**src/rtl/spi_sram_responder_pkg.sv**
```systemverilog
// Shared types, SPI SRAM opcodes and store byte-enable decoding helpers for the SPI SRAM responder.
package spi_sram_responder_pkg;

    typedef enum logic [2:0] {
        StIdle,
        StCmd,
        StAddr,
        StData,
        StGap,
        StAck
    } spi_state_t;

    localparam logic [7:0] SpiCmdRead  = 8'h03;
    localparam logic [7:0] SpiCmdWrite = 8'h02;

    // Only contiguous, naturally aligned byte/half/word lane groups can be sent as one burst.
    function automatic logic be_legal(input logic [3:0] be);
        case (be)
            4'b0001, 4'b0010, 4'b0100, 4'b1000, 4'b0011, 4'b1100, 4'b1111: return 1'b1;
            default: return 1'b0;
        endcase
    endfunction

    function automatic logic [1:0] be_low_lane(input logic [3:0] be);
        if (be[0]) return 2'd0;
        else if (be[1]) return 2'd1;
        else if (be[2]) return 2'd2;
        else return 2'd3;
    endfunction

    function automatic logic [2:0] be_count(input logic [3:0] be);
        return {2'b00, be[0]} + {2'b00, be[1]} + {2'b00, be[2]} + {2'b00, be[3]};
    endfunction

endpackage

```
**src/rtl/spi_sram_responder_shift_engine.sv**
```systemverilog
// SPI mode 0 bit engine: SCK divider, 8-bit TX/RX shifters, per-bit and per-byte done strobes.
module spi_sram_responder_shift_engine #(
    parameter int unsigned CLK_DIV = 2
) (
    input  logic       clk,
    input  logic       rst,
    input  logic       en,
    input  logic       load,
    input  logic [7:0] tx_byte,
    input  logic       miso,
    output logic       sck,
    output logic       mosi,
    output logic       bit_done,
    output logic       byte_done,
    output logic [7:0] rx_byte
);

    localparam int unsigned DivW = $clog2(2 * CLK_DIV);
    localparam logic [DivW-1:0] RiseAt = DivW'(CLK_DIV - 1);
    localparam logic [DivW-1:0] FallAt = DivW'(2 * CLK_DIV - 1);

    logic [DivW-1:0] div_q, div_d;
    logic            sck_q, sck_d;
    logic [2:0]      bit_q, bit_d;
    logic [7:0]      tx_q, tx_d;
    logic [7:0]      rx_q, rx_d;

    assign bit_done  = en & (div_q == FallAt);
    assign byte_done = bit_done & (bit_q == 3'd7);

    always_comb begin
        div_d = div_q;
        sck_d = sck_q;
        bit_d = bit_q;
        tx_d  = tx_q;
        rx_d  = rx_q;
        if (load) begin
            div_d = '0;
            sck_d = 1'b0;
            bit_d = 3'd0;
            tx_d  = tx_byte;
        end else if (!en) begin
            div_d = '0;
            sck_d = 1'b0;
            bit_d = 3'd0;
        end else if (div_q == RiseAt) begin
            sck_d = 1'b1;
            rx_d  = {rx_q[6:0], miso};
            div_d = div_q + 1'b1;
        end else if (bit_done) begin
            // Falling edge: advance MOSI, or pull in the next byte after bit 0.
            sck_d = 1'b0;
            div_d = '0;
            bit_d = bit_q + 3'd1;
            tx_d  = (bit_q == 3'd7) ? tx_byte : {tx_q[6:0], 1'b0};
        end else begin
            div_d = div_q + 1'b1;
        end
    end

    always_ff @(posedge clk or posedge rst) begin
        if (rst) begin
            div_q <= '0;
            sck_q <= 1'b0;
            bit_q <= 3'd0;
            tx_q  <= 8'h00;
            rx_q  <= 8'h00;
        end else begin
            div_q <= div_d;
            sck_q <= sck_d;
            bit_q <= bit_d;
            tx_q  <= tx_d;
            rx_q  <= rx_d;
        end
    end

    assign sck     = sck_q;
    assign mosi    = en & tx_q[7];
    assign rx_byte = rx_q;

endmodule

```
**src/rtl/spi_sram_responder.sv**
```systemverilog
// RAM request responder that serves each load/store as one 23LC-style serial SRAM transaction.
module spi_sram_responder
    import spi_sram_responder_pkg::*;
#(
    parameter int unsigned CLK_DIV = 2,
    parameter int unsigned ADDR_W  = 24,
    parameter int unsigned CS_IDLE = 2
) (
    input  logic        clk,
    input  logic        rst,
    input  logic        ram_ren,
    input  logic        ram_wen,
    input  logic [31:0] ram_addr,
    input  logic [31:0] ram_store,
    input  logic [3:0]  ram_byte_en,
    output logic [31:0] ram_load,
    output logic        ram_busy,
    output logic        ram_err,
    output logic        spi_sck,
    output logic        spi_cs_n,
    output logic        spi_mosi,
    input  logic        spi_miso
);

    spi_state_t        state_q, state_d;
    logic [5:0]        bit_cnt_q, bit_cnt_d;
    logic              rd_q, rd_d;
    logic              err_q, err_d;
    logic [ADDR_W-1:0] addr_q, addr_d;
    logic [31:0]       data_q, data_d;
    logic [2:0]        nbytes_q, nbytes_d;
    logic [31:0]       rdata_q, rdata_d;
    logic [31:0]       load_q, load_d;

    logic       req, legal, shifting, eng_load, bit_done, byte_done, phase_end, tx_from_addr, ack;
    logic [1:0] low_lane;
    logic [5:0] phase_len;
    logic [7:0] tx_byte, rx_byte;
    logic [31:0] rx_word;
    logic       unused_addr;

    assign unused_addr = ^{ram_addr[31:ADDR_W], ram_addr[1:0]};

    assign req      = ram_ren | ram_wen;
    assign legal    = be_legal(ram_byte_en);
    assign low_lane = be_low_lane(ram_byte_en);
    assign shifting = (state_q == StCmd) | (state_q == StAddr) | (state_q == StData);
    assign eng_load = (state_q == StIdle) & req & (ram_ren | legal);
    assign rx_word  = {rx_byte, rdata_q[31:8]};

    always_comb begin
        case (state_q)
            StCmd:   phase_len = 6'd8;
            StAddr:  phase_len = 6'(ADDR_W);
            StData:  phase_len = rd_q ? 6'd32 : {nbytes_q, 3'b000};
            default: phase_len = 6'd0;
        endcase
    end

    assign phase_end    = bit_done & (bit_cnt_q == phase_len - 6'd1);
    assign tx_from_addr = (state_q == StCmd) | ((state_q == StAddr) & ~phase_end);

    // Byte the engine loads next: opcode at start, then address bytes, then store data bytes.
    always_comb begin
        if (state_q == StIdle) tx_byte = ram_ren ? SpiCmdRead : SpiCmdWrite;
        else if (tx_from_addr) tx_byte = addr_q[ADDR_W-1 -: 8];
        else                   tx_byte = data_q[7:0];
    end

    spi_sram_responder_shift_engine #(
        .CLK_DIV (CLK_DIV)
    ) u_engine (
        .clk       (clk),
        .rst       (rst),
        .en        (shifting),
        .load      (eng_load),
        .tx_byte   (tx_byte),
        .miso      (spi_miso),
        .sck       (spi_sck),
        .mosi      (spi_mosi),
        .bit_done  (bit_done),
        .byte_done (byte_done),
        .rx_byte   (rx_byte)
    );

    always_ff @(posedge clk or posedge rst) begin
        if (rst) state_q <= StIdle;
        else     state_q <= state_d;
    end

    always_comb begin
        state_d = state_q;
        case (state_q)
            StIdle:  if (req) state_d = (ram_ren | legal) ? StCmd : StAck;
            StCmd:   if (phase_end) state_d = StAddr;
            StAddr:  if (phase_end) state_d = StData;
            StData:  if (phase_end) state_d = StGap;
            StGap:   if (bit_cnt_q == 6'(CS_IDLE - 1)) state_d = StAck;
            StAck:   state_d = StIdle;
            default: state_d = StIdle;
        endcase
    end

    always_comb begin
        bit_cnt_d = bit_cnt_q;
        rd_d      = rd_q;
        err_d     = err_q;
        addr_d    = addr_q;
        data_d    = data_q;
        nbytes_d  = nbytes_q;
        rdata_d   = rdata_q;
        load_d    = load_q;
        case (state_q)
            StIdle: begin
                bit_cnt_d = 6'd0;
                if (req) begin
                    rd_d  = ram_ren;
                    err_d = ~ram_ren & ~legal;
                    if (ram_ren) begin
                        addr_d   = {ram_addr[ADDR_W-1:2], 2'b00};
                        data_d   = 32'h0;
                        nbytes_d = 3'd4;
                    end else begin
                        addr_d   = {ram_addr[ADDR_W-1:2], low_lane};
                        data_d   = ram_store >> {low_lane, 3'b000};
                        nbytes_d = be_count(ram_byte_en);
                    end
                end
            end
            StCmd, StAddr, StData: begin
                if (phase_end) bit_cnt_d = 6'd0;
                else if (bit_done && bit_cnt_q != phase_len) bit_cnt_d = bit_cnt_q + 6'd1;
                if (byte_done) begin
                    if (tx_from_addr) addr_d = addr_q << 8;
                    else              data_d = data_q >> 8;
                end
                if (state_q == StData && rd_q && byte_done) begin
                    rdata_d = rx_word;
                    if (phase_end) load_d = rx_word;
                end
            end
            StGap:   bit_cnt_d = bit_cnt_q + 6'd1;
            default: bit_cnt_d = 6'd0;
        endcase
    end

    always_ff @(posedge clk or posedge rst) begin
        if (rst) begin
            bit_cnt_q <= 6'd0;
            rd_q      <= 1'b0;
            err_q     <= 1'b0;
            addr_q    <= '0;
            data_q    <= 32'h0;
            nbytes_q  <= 3'd0;
            rdata_q   <= 32'h0;
            load_q    <= 32'h0;
        end else begin
            bit_cnt_q <= bit_cnt_d;
            rd_q      <= rd_d;
            err_q     <= err_d;
            addr_q    <= addr_d;
            data_q    <= data_d;
            nbytes_q  <= nbytes_d;
            rdata_q   <= rdata_d;
            load_q    <= load_d;
        end
    end

    always_comb begin
        ack      = (state_q == StAck);
        ram_busy = req & ~ack;
        ram_err  = ack & err_q;
        spi_cs_n = ~shifting;
        ram_load = load_q;
    end

endmodule

```
**config.mk**
```make
export PLATFORM = sky130hd
export DESIGN_NAME = spi_sram_responder
export DESIGN_NICKNAME = d
export VERILOG_FILES = /design/src/rtl/spi_sram_responder_pkg.sv /design/src/rtl/spi_sram_responder_shift_engine.sv /design/src/rtl/spi_sram_responder.sv
export SDC_FILE = /design/constraint.sdc
export NUM_CORES = 1
export LEC_CHECK = 0
export ABC_AREA = 1
export ABC_CLOCK_PERIOD_IN_PS = 5400
export BUFFER_PORTS_ARGS = -buffer_cell sky130_fd_sc_hd__buf_2
export CORE_MARGIN = 5
export CORE_UTILIZATION = 46
export CTS_BUF_LIST = sky130_fd_sc_hd__clkbuf_8
export DETAILED_ROUTE_END_ITERATION = 12
export PLACE_DENSITY = 0.68
export SETUP_SLACK_MARGIN = 0.15
export SYNTH_ARGS = -nofsm -noshare
export SYNTH_HDL_FRONTEND = slang
export SYNTH_SLANG_ARGS = --single-unit
export TNS_END_PERCENT = 100
```
**constraint.sdc**
```tcl
create_clock -name clk -period 5.4 [get_ports clk]
set_clock_uncertainty 0.05 [all_clocks]
set_input_delay 0.81 -clock clk [delete_from_list [all_inputs] [get_ports clk]]
set_output_delay 0.81 -clock clk [all_outputs]
set_load 0.02 [all_outputs]
```
==> impl_results.md <==
* Fin Setup TNS at 0 ns
* Deepest clock path buffer count at 2
* CTS resizes at 0
* Post-Synth Simple-Gate Area at 24.68%
* Worst Hold Margin at 0.4269 ns
* Arr. time, crit path at 4.05 ns
* Worst-path maximum fanout at 54
* Seq/Total Area, Yosys at 49.76%
* Iter 0 DRT Violations at 365
* Worst Reg-to-Reg Cells at 10
* # rows at 46
* Period minus WS final at 3.758 ns
* Die Footprint at 18820 um2
* Final ANT Viol Nets at 0
* CP Launch Type: flop
* Critical path class: reg -> reg
* Setup crit end kind: flop
* Detailed Route WL at 16.23 mm
* RSZ-0062 raised after global routing: no
* First-pass GRT wire length at 27.59 mm
* Crit Reg-Reg Endpoint: ram_load[8]
* Worst-path clk slew at 0.09 ns
* Layout Nets at 1039
* R2R Path Start: state_q[2]
* Setup violations, final at 0
* DRC Markers at 0
* Num CTS Buffers at 17
* Die W at 137.2 um
* Area Growth Syn to Fin at 12.93%
* Yosys cell types at 38
* GR Overflow Total at 0
* Crit path required time at 5.69 ns
* Utilization after layout at 52.91%
* Syn Inst Count at 871
* HP Start: data_q[4]
* LEAKAGE at 4.521 nW
* Pre-CTS WS at 1.608 ns
* Power Density at 242.7 nW/um2
* Vias per cell at 5.075
* Vias in the first global route at 5775
* Status: completed
* Num ports at 110
* Post-CTS Setup Inserts at 0
* Post-DR wirelength/cell at 13.76 um
* Layout fillers at 1563
* Worst hold stages at 2
* HP Class: reg -> reg
* F_max at 0.2661 GHz
* H-Tree Level Count at 4
* Compound-Gate Fraction of Synth Area at 9.566%
* Endpoints failing hold at 0
* Hold endpoint: data_q[4]
* Buf/Inv on CP at 0
* CTS Hold Bufs at 0
* Pin count of the biggest net entering global routing at 116
* Initial antenna violation count at 0
* GPL Wtd Cong at 0.8430
* ANT cells at 0
* Mux share of post-synthesis cell area at 5.935%
* I/O Buffers at 99
* Dpl hpwl at 10.97 mm
* Syn Nets at 959
* GR Util All Layers at 18.30%
* FF+latch count, synth at 148
* Layout cells sized above 1 at 16.18%
* Crit path top cell by count: nand2_1
* Worst-Margin Slew at 1.135 ns
* Drt first pass iters at 5
* Initial core utilization at 46.85%
* Rel. slew slack at 24.25%
* Die extent in y at 137.2 um
* Final Cycle Share at 69.59%
* Critical path's slowest cell: nor2_4
* Routed vias at 5988
* Max-Cap Viols at 0
* Mapped cell area at 7442 um2
* CP cell instances: nor2_8, nand2_1, ha_1, xnor2_1, nor2_1, nand2_1, nor2_2, nand2_2, nor2_4, mux2_1
* CTS tree: done
* Slew Viols, Final at 0
* R2R Setup Slk at 1.64 ns
* Synth warn at 0
* Max stage delay on crit path at 0.78 ns
* XOR/XNOR Fraction of Synth Area at 0.7061%
* Core Footprint at 15890 um2
* CTS Sinks at 148
* Skew-Pair Late Insertion Delay at 0.46 ns
* Synth Area in Adders at 2.623%
* Slack of the critical path at 1.642 ns
* Worst IR Drop VDD at 0.1795 mV
* Synthesized area per cell at 8.544 um2
* Crit path max-delay family: simple AND/OR/NAND/NOR gates
* Largest family of logic cells by synthesized area: simple AND/OR/NAND/NOR gates
* CTS Root Cell: clkbuf_8
[cell usage after synthesis, drive strengths merged]
cell | instances | share of area, %
nand2 | 283 | 15
dfrtp | 148 | 50
nand3 | 80 | 5.5
inv | 73 | 3.7
o21ai | 64 | 4.3
nor2 | 60 | 3.6
mux2 | 25 | 3.8
buf | 22 | 2.0
clkbuf | 18 | 0.91
a32o | 16 | 2.2
mux2i | 16 | 2.2
a21oi | 14 | 0.94
ha | 14 | 2.4
o21a | 8 | 0.81
o311ai | 8 | 0.94
nor3 | 4 | 0.27
xor2 | 4 | 0.47
nand3b | 3 | 0.30
a22o | 2 | 0.24
clkinv | 2 | 0.10
xnor2 | 2 | 0.24
a31oi | 1 | 0.084
and3 | 1 | 0.084
fa | 1 | 0.27
o31ai | 1 | 0.10
or2 | 1 | 0.084
[power breakdown]
group | switching [mW] | internal, mW
Clock | 0.480 | 0.353
Sequential | 0.00170 | 1.11
Combinational | 0.0642 | 0.0312
[final cells by class]
cell class / instances / area, um2 / share of cell area (%)
sequential: 148 / 3704 / 44.07
multi-input combinational: 608 / 3243 / 38.59
timing repair buffer: 101 / 510.5 / 6.074
inverter: 75 / 286.5 / 3.409
tap: 216 / 270.3 / 3.216
clock buffer: 18 / 247.7 / 2.948
clock inverter: 14 / 142.6 / 1.697
[kinds of logic after synthesis]
logic type / after synthesis
xor gates and xnor gates: 6
and+or+nand+nor: 432
DFF: 148
AOI/OAI and AO/OA: 114
muxes: 41
adders and majority gates: 15
buffers and inverters: 115
[flip-flops by register name, summed over array words and instances (netlist names), 2 cells and up]
name and count:
rdata_q 24, bit_cnt_q 6, u_engine.div_q 2, addr_q 24, u_engine.bit_q 3, state_q 3
data_q 32, nbytes_q 3, u_engine.tx_q 8, u_engine.rx_byte 8, ram_load 32
[layer usage]
layer	track usage, %	vias up	wire [um]
met5	0	-	0
met4	5.432	0	235
met3	3.871	19	960
met2	27.85	164	7361
met1	26.44	2799	7675
li1	-	3006	-
[how the worst max path moves through the flow]
stage,cells past startpoint,slack [ns],startpoint,end
floorplan,1,0.56,rst,addr_q[0]
global placement,10,1.63,state_q[2],ram_load[21]
detailed placement,10,1.61,state_q[2],ram_load[31]
CTS,10,1.58,state_q[2],ram_load[31]
global route,10,1.34,state_q[2],ram_load[8]
finish,10,1.64,state_q[2],ram_load[8]
[metrics by stage]
stage / power (mW) / std cells / cell area, um2
finish: 2.040 / 1180 / 8404
global placement: 1.232 / 1148 / 8014
CTS: 2.065 / 1180 / 8404
global route: 2.128 / 1180 / 8404
floorplan: 1.187 / 871 / 7442
detailed placement: 1.232 / 1148 / 8014
[cell usage in the layout, fill, tap and decap left out, types with 2 or more instances in the layout]
master | netlist | layout
clkinv_8 | 0 | 2
inv_8 | 0 | 3
inv_6 | 0 | 4
dfrtp_1 | 148 | 148
clkbuf_8 | 0 | 18
o21ai_1 | 19 | 19
a21oi_1 | 14 | 14
nor3_1 | 4 | 4
nand2_4 | 5 | 5
nand3b_1 | 3 | 3
ha_1 | 14 | 14
o21ai_0 | 45 | 45
clkinvlp_4 | 0 | 2
nor2_4 | 2 | 3
nor2_2 | 5 | 4
clkinv_1 | 2 | 2
mux2_1 | 24 | 24
inv_2 | 4 | 4
clkinv_4 | 0 | 4
inv_1 | 69 | 68
o311ai_0 | 8 | 8
nand3_2 | 2 | 2
nand3_1 | 78 | 78
mux2i_1 | 16 | 16
a22o_1 | 2 | 2
nand2_1 | 277 | 277
nor2_1 | 52 | 52
xor2_1 | 4 | 4
buf_4 | 8 | 2
xnor2_1 | 2 | 2
a32o_1 | 16 | 16
buf_2 | 7 | 99
o21a_1 | 8 | 8
[worst min-delay path: cells and delay by family (launching register included)]
| kind | cells | cell delay, ns |
|---|---|---|
| flip-flops | 1 | 0.35 |
| AND/OR/NAND/NOR | 2 | 0.10 |
Power figures use the tool's default switching activity.
